$ cat config.mk
export PLATFORM = sky130hd
export DESIGN_NAME = countdown_timer_ctrl
export DESIGN_NICKNAME = d
export VERILOG_FILES = /design/src/rtl/countdown_timer_ctrl_pkg.sv /design/src/rtl/countdown_timer_ctrl_tick_gen.sv /design/src/rtl/countdown_timer_ctrl.sv
export SDC_FILE = /design/constraint.sdc
export NUM_CORES = 1
export LEC_CHECK = 0
export BUFFER_PORTS_ARGS = -buffer_cell sky130_fd_sc_hd__buf_4
export CAP_MARGIN = 25
export CORE_MARGIN = 8
export CORE_UTILIZATION = 50
export CTS_CLUSTER_DIAMETER = 30
export DETAILED_ROUTE_END_ITERATION = 8
export PLACE_DENSITY = 0.71
export SLEW_MARGIN = 20
export SYNTH_ARGS = -nofsm -noshare
export SYNTH_HDL_FRONTEND = slang
export SYNTH_SLANG_ARGS = --single-unit
$ cat constraint.sdc
create_clock -name clk -period 2.45 [get_ports clk]
set_clock_uncertainty 0.15 [all_clocks]
set_input_delay 0.245 -clock clk [delete_from_list [all_inputs] [get_ports clk]]
set_output_delay 0.245 -clock clk [all_outputs]
set_load 0.1 [all_outputs]
$ cat src/rtl/countdown_timer_ctrl_pkg.sv
// Shared definitions for the countdown timer: FSM state encoding and the
// prescaler divide-ratio derivation.
package countdown_timer_ctrl_pkg;

  typedef enum logic [1:0] {
    ST_IDLE    = 2'd0,
    ST_RUN     = 2'd1,
    ST_PAUSE   = 2'd2,
    ST_EXPIRED = 2'd3
  } timerState_e;

  // Number of clock cycles per countdown tick.
  function automatic int calcDiv(input int clkHz, input int tickHz);
    return clkHz / tickHz;
  endfunction

endpackage

$ cat src/rtl/countdown_timer_ctrl_tick_gen.sv
// Prescaler for the countdown timer. Counts 0..DIV-1 while enabled and wraps
// to 0 after the last count. The tick output flags the terminal count
// combinationally so the parent can decide, in the same cycle, whether the
// wrap is honoured (decrement) or suppressed (pause/load/clear).
module tick_gen #(
  parameter int DIV   = 10,
  parameter int DIV_W = 4
) (
  input  logic clk,
  input  logic reset,
  input  logic en,
  input  logic sclr,
  output logic tick
);

  localparam logic [DIV_W-1:0] LAST = DIV_W'(DIV - 1);

  logic [DIV_W-1:0] r_count;

  // Prescaler register: synchronous clear wins over advance; holds when not enabled
  always_ff @(posedge clk or posedge reset) begin
    if (reset) begin
      r_count <= '0;
    end else if (sclr) begin
      r_count <= '0;
    end else if (en) begin
      if (r_count == LAST) begin
        r_count <= '0;
      end else begin
        r_count <= r_count + DIV_W'(1);
      end
    end
  end

  assign tick = (r_count == LAST);

endmodule

$ cat src/rtl/countdown_timer_ctrl.sv
// Run/pause/expire countdown timer. Holds a programmable count and
// decrements it once per prescaler wrap while running. Commands are
// prioritised clear > load > pause > start; only the winner acts.
module countdown_timer_ctrl
  import countdown_timer_ctrl_pkg::*;
#(
  parameter int CLK_HZ  = 100_000_000,
  parameter int TICK_HZ = 1,
  parameter int CNT_W   = 16,
  parameter int DIV_W   = 27
) (
  input  logic             clk,
  input  logic             reset,
  input  logic             load,
  input  logic [CNT_W-1:0] load_val,
  input  logic             start,
  input  logic             pause,
  input  logic             clear,
  output logic [CNT_W-1:0] remaining,
  output logic             tick,
  output logic             running,
  output logic             paused,
  output logic             done_pulse,
  output logic             expired
);

  localparam int DIV = calcDiv(CLK_HZ, TICK_HZ);

  timerState_e      r_state;
  timerState_e      w_stateNext;
  logic [CNT_W-1:0] r_remaining;
  logic [CNT_W-1:0] w_remainingNext;
  logic             r_tick;
  logic             w_tickNext;
  logic             r_done;
  logic             w_doneNext;
  logic             w_termCount;
  logic             w_prescEn;
  logic             w_prescClr;
  logic             w_remNonZero;

  assign w_remNonZero = (r_remaining != '0);

  tick_gen #(
    .DIV   (DIV),
    .DIV_W (DIV_W)
  ) u_tickGen (
    .clk   (clk),
    .reset (reset),
    .en    (w_prescEn),
    .sclr  (w_prescClr),
    .tick  (w_termCount)
  );

  // Next-state, counter update and prescaler control. A pause that lands on
  // the terminal count freezes the prescaler at DIV-1 so the resumed run
  // ticks one cycle later; otherwise the pause cycle still counts.
  always_comb begin
    w_stateNext     = r_state;
    w_remainingNext = r_remaining;
    w_tickNext      = 1'b0;
    w_doneNext      = 1'b0;
    w_prescEn       = 1'b0;
    w_prescClr      = 1'b0;
    if (clear) begin
      w_stateNext     = ST_IDLE;
      w_remainingNext = '0;
      w_prescClr      = 1'b1;
    end else if (load) begin
      w_stateNext     = ST_IDLE;
      w_remainingNext = load_val;
      w_prescClr      = 1'b1;
    end else begin
      case (r_state)
        ST_IDLE: begin
          w_prescClr = 1'b1;
          if (start && !pause && w_remNonZero) begin
            w_stateNext = ST_RUN;
          end
        end
        ST_RUN: begin
          if (pause) begin
            w_stateNext = ST_PAUSE;
            w_prescEn   = !w_termCount;
          end else begin
            w_prescEn = 1'b1;
            if (w_termCount && w_remNonZero) begin
              w_tickNext      = 1'b1;
              w_remainingNext = r_remaining - CNT_W'(1);
              if (r_remaining == CNT_W'(1)) begin
                w_doneNext  = 1'b1;
                w_stateNext = ST_EXPIRED;
              end
            end
          end
        end
        ST_PAUSE: begin
          if (start && !pause && w_remNonZero) begin
            w_stateNext = ST_RUN;
          end
        end
        ST_EXPIRED: begin
          w_prescClr      = 1'b1;
          w_remainingNext = '0;
        end
        default: begin
          w_stateNext = ST_IDLE;
          w_prescClr  = 1'b1;
        end
      endcase
    end
  end

  // State, count and strobe registers
  always_ff @(posedge clk or posedge reset) begin
    if (reset) begin
      r_state     <= ST_IDLE;
      r_remaining <= '0;
      r_tick      <= 1'b0;
      r_done      <= 1'b0;
    end else begin
      r_state     <= w_stateNext;
      r_remaining <= w_remainingNext;
      r_tick      <= w_tickNext;
      r_done      <= w_doneNext;
    end
  end

  assign remaining  = r_remaining;
  assign tick       = r_tick;
  assign done_pulse = r_done;
  assign running    = (r_state == ST_RUN);
  assign paused     = (r_state == ST_PAUSE);
  assign expired    = (r_state == ST_EXPIRED);

endmodule

==> impl_metrics.json <==
{
  "status": "completed",
  "firstDrtPassIters": 5,
  "timing.final.ws_setup_ns": 0.163,
  "required_ns": 2.52,
  "grt_use_total_pct": 19.2,
  "ys_top_cells_by_area": "dfrtp_1, a21oi_1, nand3_1, nand2_1, nor2_1",
  "period_minus_slack_ns": 2.29,
  "wl_met1_um": 3880,
  "dpl_worst_slack_ns": 0.138,
  "cts_sinks": 47,
  "power_density_mw_per_mm2": 554,
  "power_leakage_uw": 0.00153,
  "wl_um": 8410,
  "synth_nets": 373,
  "worstReg2RegEnd": "remaining[11]",
  "die-height_um": 94.7,
  "tns_ns": 0,
  "drv_cap": 0,
  "p_sw_share_pct": 36.2,
  "crit_arrival_ns": 2.36,
  "synth_most_common_cell": "dfrtp_1",
  "grt_pass1_vias": 2813,
  "cp_max_fo": 12,
  "clock.fmax_mhz": 437,
  "clkPwrFrac_pct": 29.8,
  "power_frac_comb_pct": 28.6,
  "hold_depth": 3,
  "port_buffers": 42,
  "gp_congestion": 0.941,
  "ys_seq_elements": 47,
  "num_rows": 28,
  "critPathKind": "reg -> reg",
  "synth_top_area_share_pct": 38.0,
  "hold_class": "in -> reg",
  "n_fill_cell": 536,
  "rsz0062_at_grt": "no",
  "initial_core_util_pct": 51.9,
  "min_from": "load_val[15]",
  "syn_avg_cell_area_um2": 8.99,
  "routed.top_layer": "met4",
  "netlist_instances": 344,
  "rr_startpoint": "remaining[0]",
  "internal_power_uw": 1310,
  "worst_setup_path_end_kind": "register",
  "layout.nets": 424,
  "reg2reg_setup_slack_ns": 0.16,
  "routed-wl-met2_um": 3800,
  "placeableCoreArea_mm2": 0.00596,
  "drtAntennaViolNets": 0,
  "clock_path_buffers": 2,
  "drc": 0,
  "final-setup-viol-count": 0,
  "cts_tree": "done",
  "slew_headroom_pct": 63.9,
  "overflow": 0,
  "dieArea_mm2": 0.00896,
  "wl_per_cell_um": 17.9,
  "via_count": 2963,
  "clkLatencyLatePin_ns": 0.31,
  "p_switching_uw": 742,
  "clk_pin_slew_worst_paths_ns": 0.09,
  "synthFlopType": "dfrtp_1",
  "num_antenna_cells": 0,
  "timing.critical_path.from_type": "register",
  "die_x_um": 94.7,
  "slew_viol_final": 0,
  "grt_pass1_wl_um": 13900,
  "rr_worst_depth": 8,
  "peakVddDrop_mv": 0.283,
  "synth_area_mm2": 0.00309,
  "fin_crit_sh_pct": 93.4,
  "via_per_inst": 6.29,
  "cts_buffers": 5,
  "final-hold-violation-count": 0,
  "drive_gt1_share_pct": 23.2,
  "fin_cells": 471,
  "synth_top_cell_by_area": "dfrtp_1",
  "met3_length_um": 607,
  "critPathSlowestCell": "dfrtp_2",
  "synth_cell_types": 53,
  "crit_path_cell_trace": "inv_1 -> ha_1 -> nor3b_1 -> nand4_1 -> nand4_4 -> buf_4 -> a21oi_1 -> o32ai_1",
  "slowest_delay_ns": 0.46,
  "htree_levels": 2,
  "synth_common_cells": "dfrtp_1, nand2_1, nor2_1",
  "worst_slew_pin_slew_ns": 0.536,
  "synth-edff-count": 0,
  "syn_to_final_growth_pct": 19.7,
  "cts-root-buf": "clkbuf_8",
  "cp_top_family": "simple AND/OR/NAND/NOR gates",
  "ys_async_sr_fraction_pct": 100,
  "ys.warnings.count": 0,
  "drt_iter0_markers": 199,
  "post_cts_buffers": 0,
  "hold_path_end": "remaining[15]",
  "dp.cells": 462,
  "power_frac_seq_pct": 41.6,
  "worst-path-buf-inv": 2,
  "hpwl_um": 6150,
  "antenna_found_initial": 0,
  "fin_hold_ws_ns": 0.0766,
  "seq_area_frac_synth_pct": 38.0,
  "ios": 43,
  "grt_max_degree": 29
}
[routing by layer]
metal  track usage, %  up-vias
li1                 -     1404
met1             27.5     1425
met2             28.3      123
met3             3.25       11
met4             6.50        0
met5                0        -
[cell usage in the layout, fill, tap and decap left out, types with 3 or more instances in the layout]
master and count:
a21oi_1 23, xor2_1 6, o22ai_1 3, o2bb2ai_1 3, a22oi_1 5, a32oi_1 6
nor4_1 9, a31oi_1 5, nand3b_1 8, nand3_1 23, or3_1 5, nor3_1 6
nor2_1 27, a22o_1 8, and2_1 6, and4_1 7, nor4bb_1 4, or4_1 3
o41ai_1 3, clkbuf_8 6, buf_4 59, dfrtp_1 42, and3_1 6, o21ai_0 9
dfrtp_2 5, xnor2_1 5, nand2_1 27, or2_2 4, o31ai_1 8, mux2i_1 10
ha_1 5, inv_1 13, nand4_1 7
[cell type report]
cell class	count	area [µm²]	area share [%]
Multi-Input combinational cell	267	1800	48.7
Sequential cell	47	1180	31.9
Timing Repair Buffer	60	453	12.2
Tap cell	75	93.8	2.54
Clock buffer	6	82.6	2.23
Inverter	14	52.6	1.42
Clock inverter	2	35.0	0.947
[state kept, by name, indices dropped and copies added, names as in the netlist]
signal             cells
tick                   1
done_pulse             1
r_state                2
u_tickGen.r_count     27
remaining             16
[worst max path at each step]
stage                  from             to  slack, ns  cells past startpoint
3_5_place_dp   remaining[1]  remaining[14]       0.14                      7
6_report       remaining[0]  remaining[11]       0.16                      8
5_1_grt          r_state[1]   remaining[4]       0.04                      7
4_1_cts        remaining[1]  remaining[14]       0.12                      7
3_3_place_gp   remaining[0]  remaining[14]       0.14                      7
2_1_floorplan    r_state[1]  remaining[14]      0.009                      8
[timing repair]
| item | 4_1_cts | 5_1_grt |
|---|---|---|
| endpoints found under the setup margin | 0 | 4 |
| hold buffers | 1 | 0 |
| resized for setup | 0 | 2 |
| endpoints found under the hold margin | 19 | 0 |
[tightest hold or removal path: cells and delay by family]
| kind | cells | cell delay [ns] |
|---|---|---|
| buffers and inverters | 1 | 0.08 |
| AO/OA/AOI/OAI | 2 | 0.17 |
[per-stage QoR]
step	cell area [µm²]	utilization [%]	power, µW
after floorplan	3100	-	1290
after global placement	3570	59.9	1450
after detailed placement	3570	59.9	1450
after CTS	3700	62.1	2060
after global routing	3700	62.1	2140
final	3700	62.1	2050
[power groups by stage]
stage	registers [µW]	logic (µW)	clock network [µW]
floorplan	1070	221	0
global placement	867	579	0
detailed placement	867	581	0
CTS	852	584	625
global route	859	624	657
finish	853	586	612
[kinds of logic (layout without fill, tap and decap cells)]
group / Yosys count / in the layout / share of synthesized area [%]
AOI/OAI and AO/OA: 85 / 85 / 19.2
xor gates and xnor gates: 11 / 11 / 3.11
adders and majority gates: 7 / 7 / 2.83
buffers and inverters: 30 / 82 / 4.05
DFF: 47 / 47 / 38.0
muxes: 10 / 10 / 3.24
and+or+nand+nor: 154 / 154 / 29.5
Power figures use the tool's default switching activity.
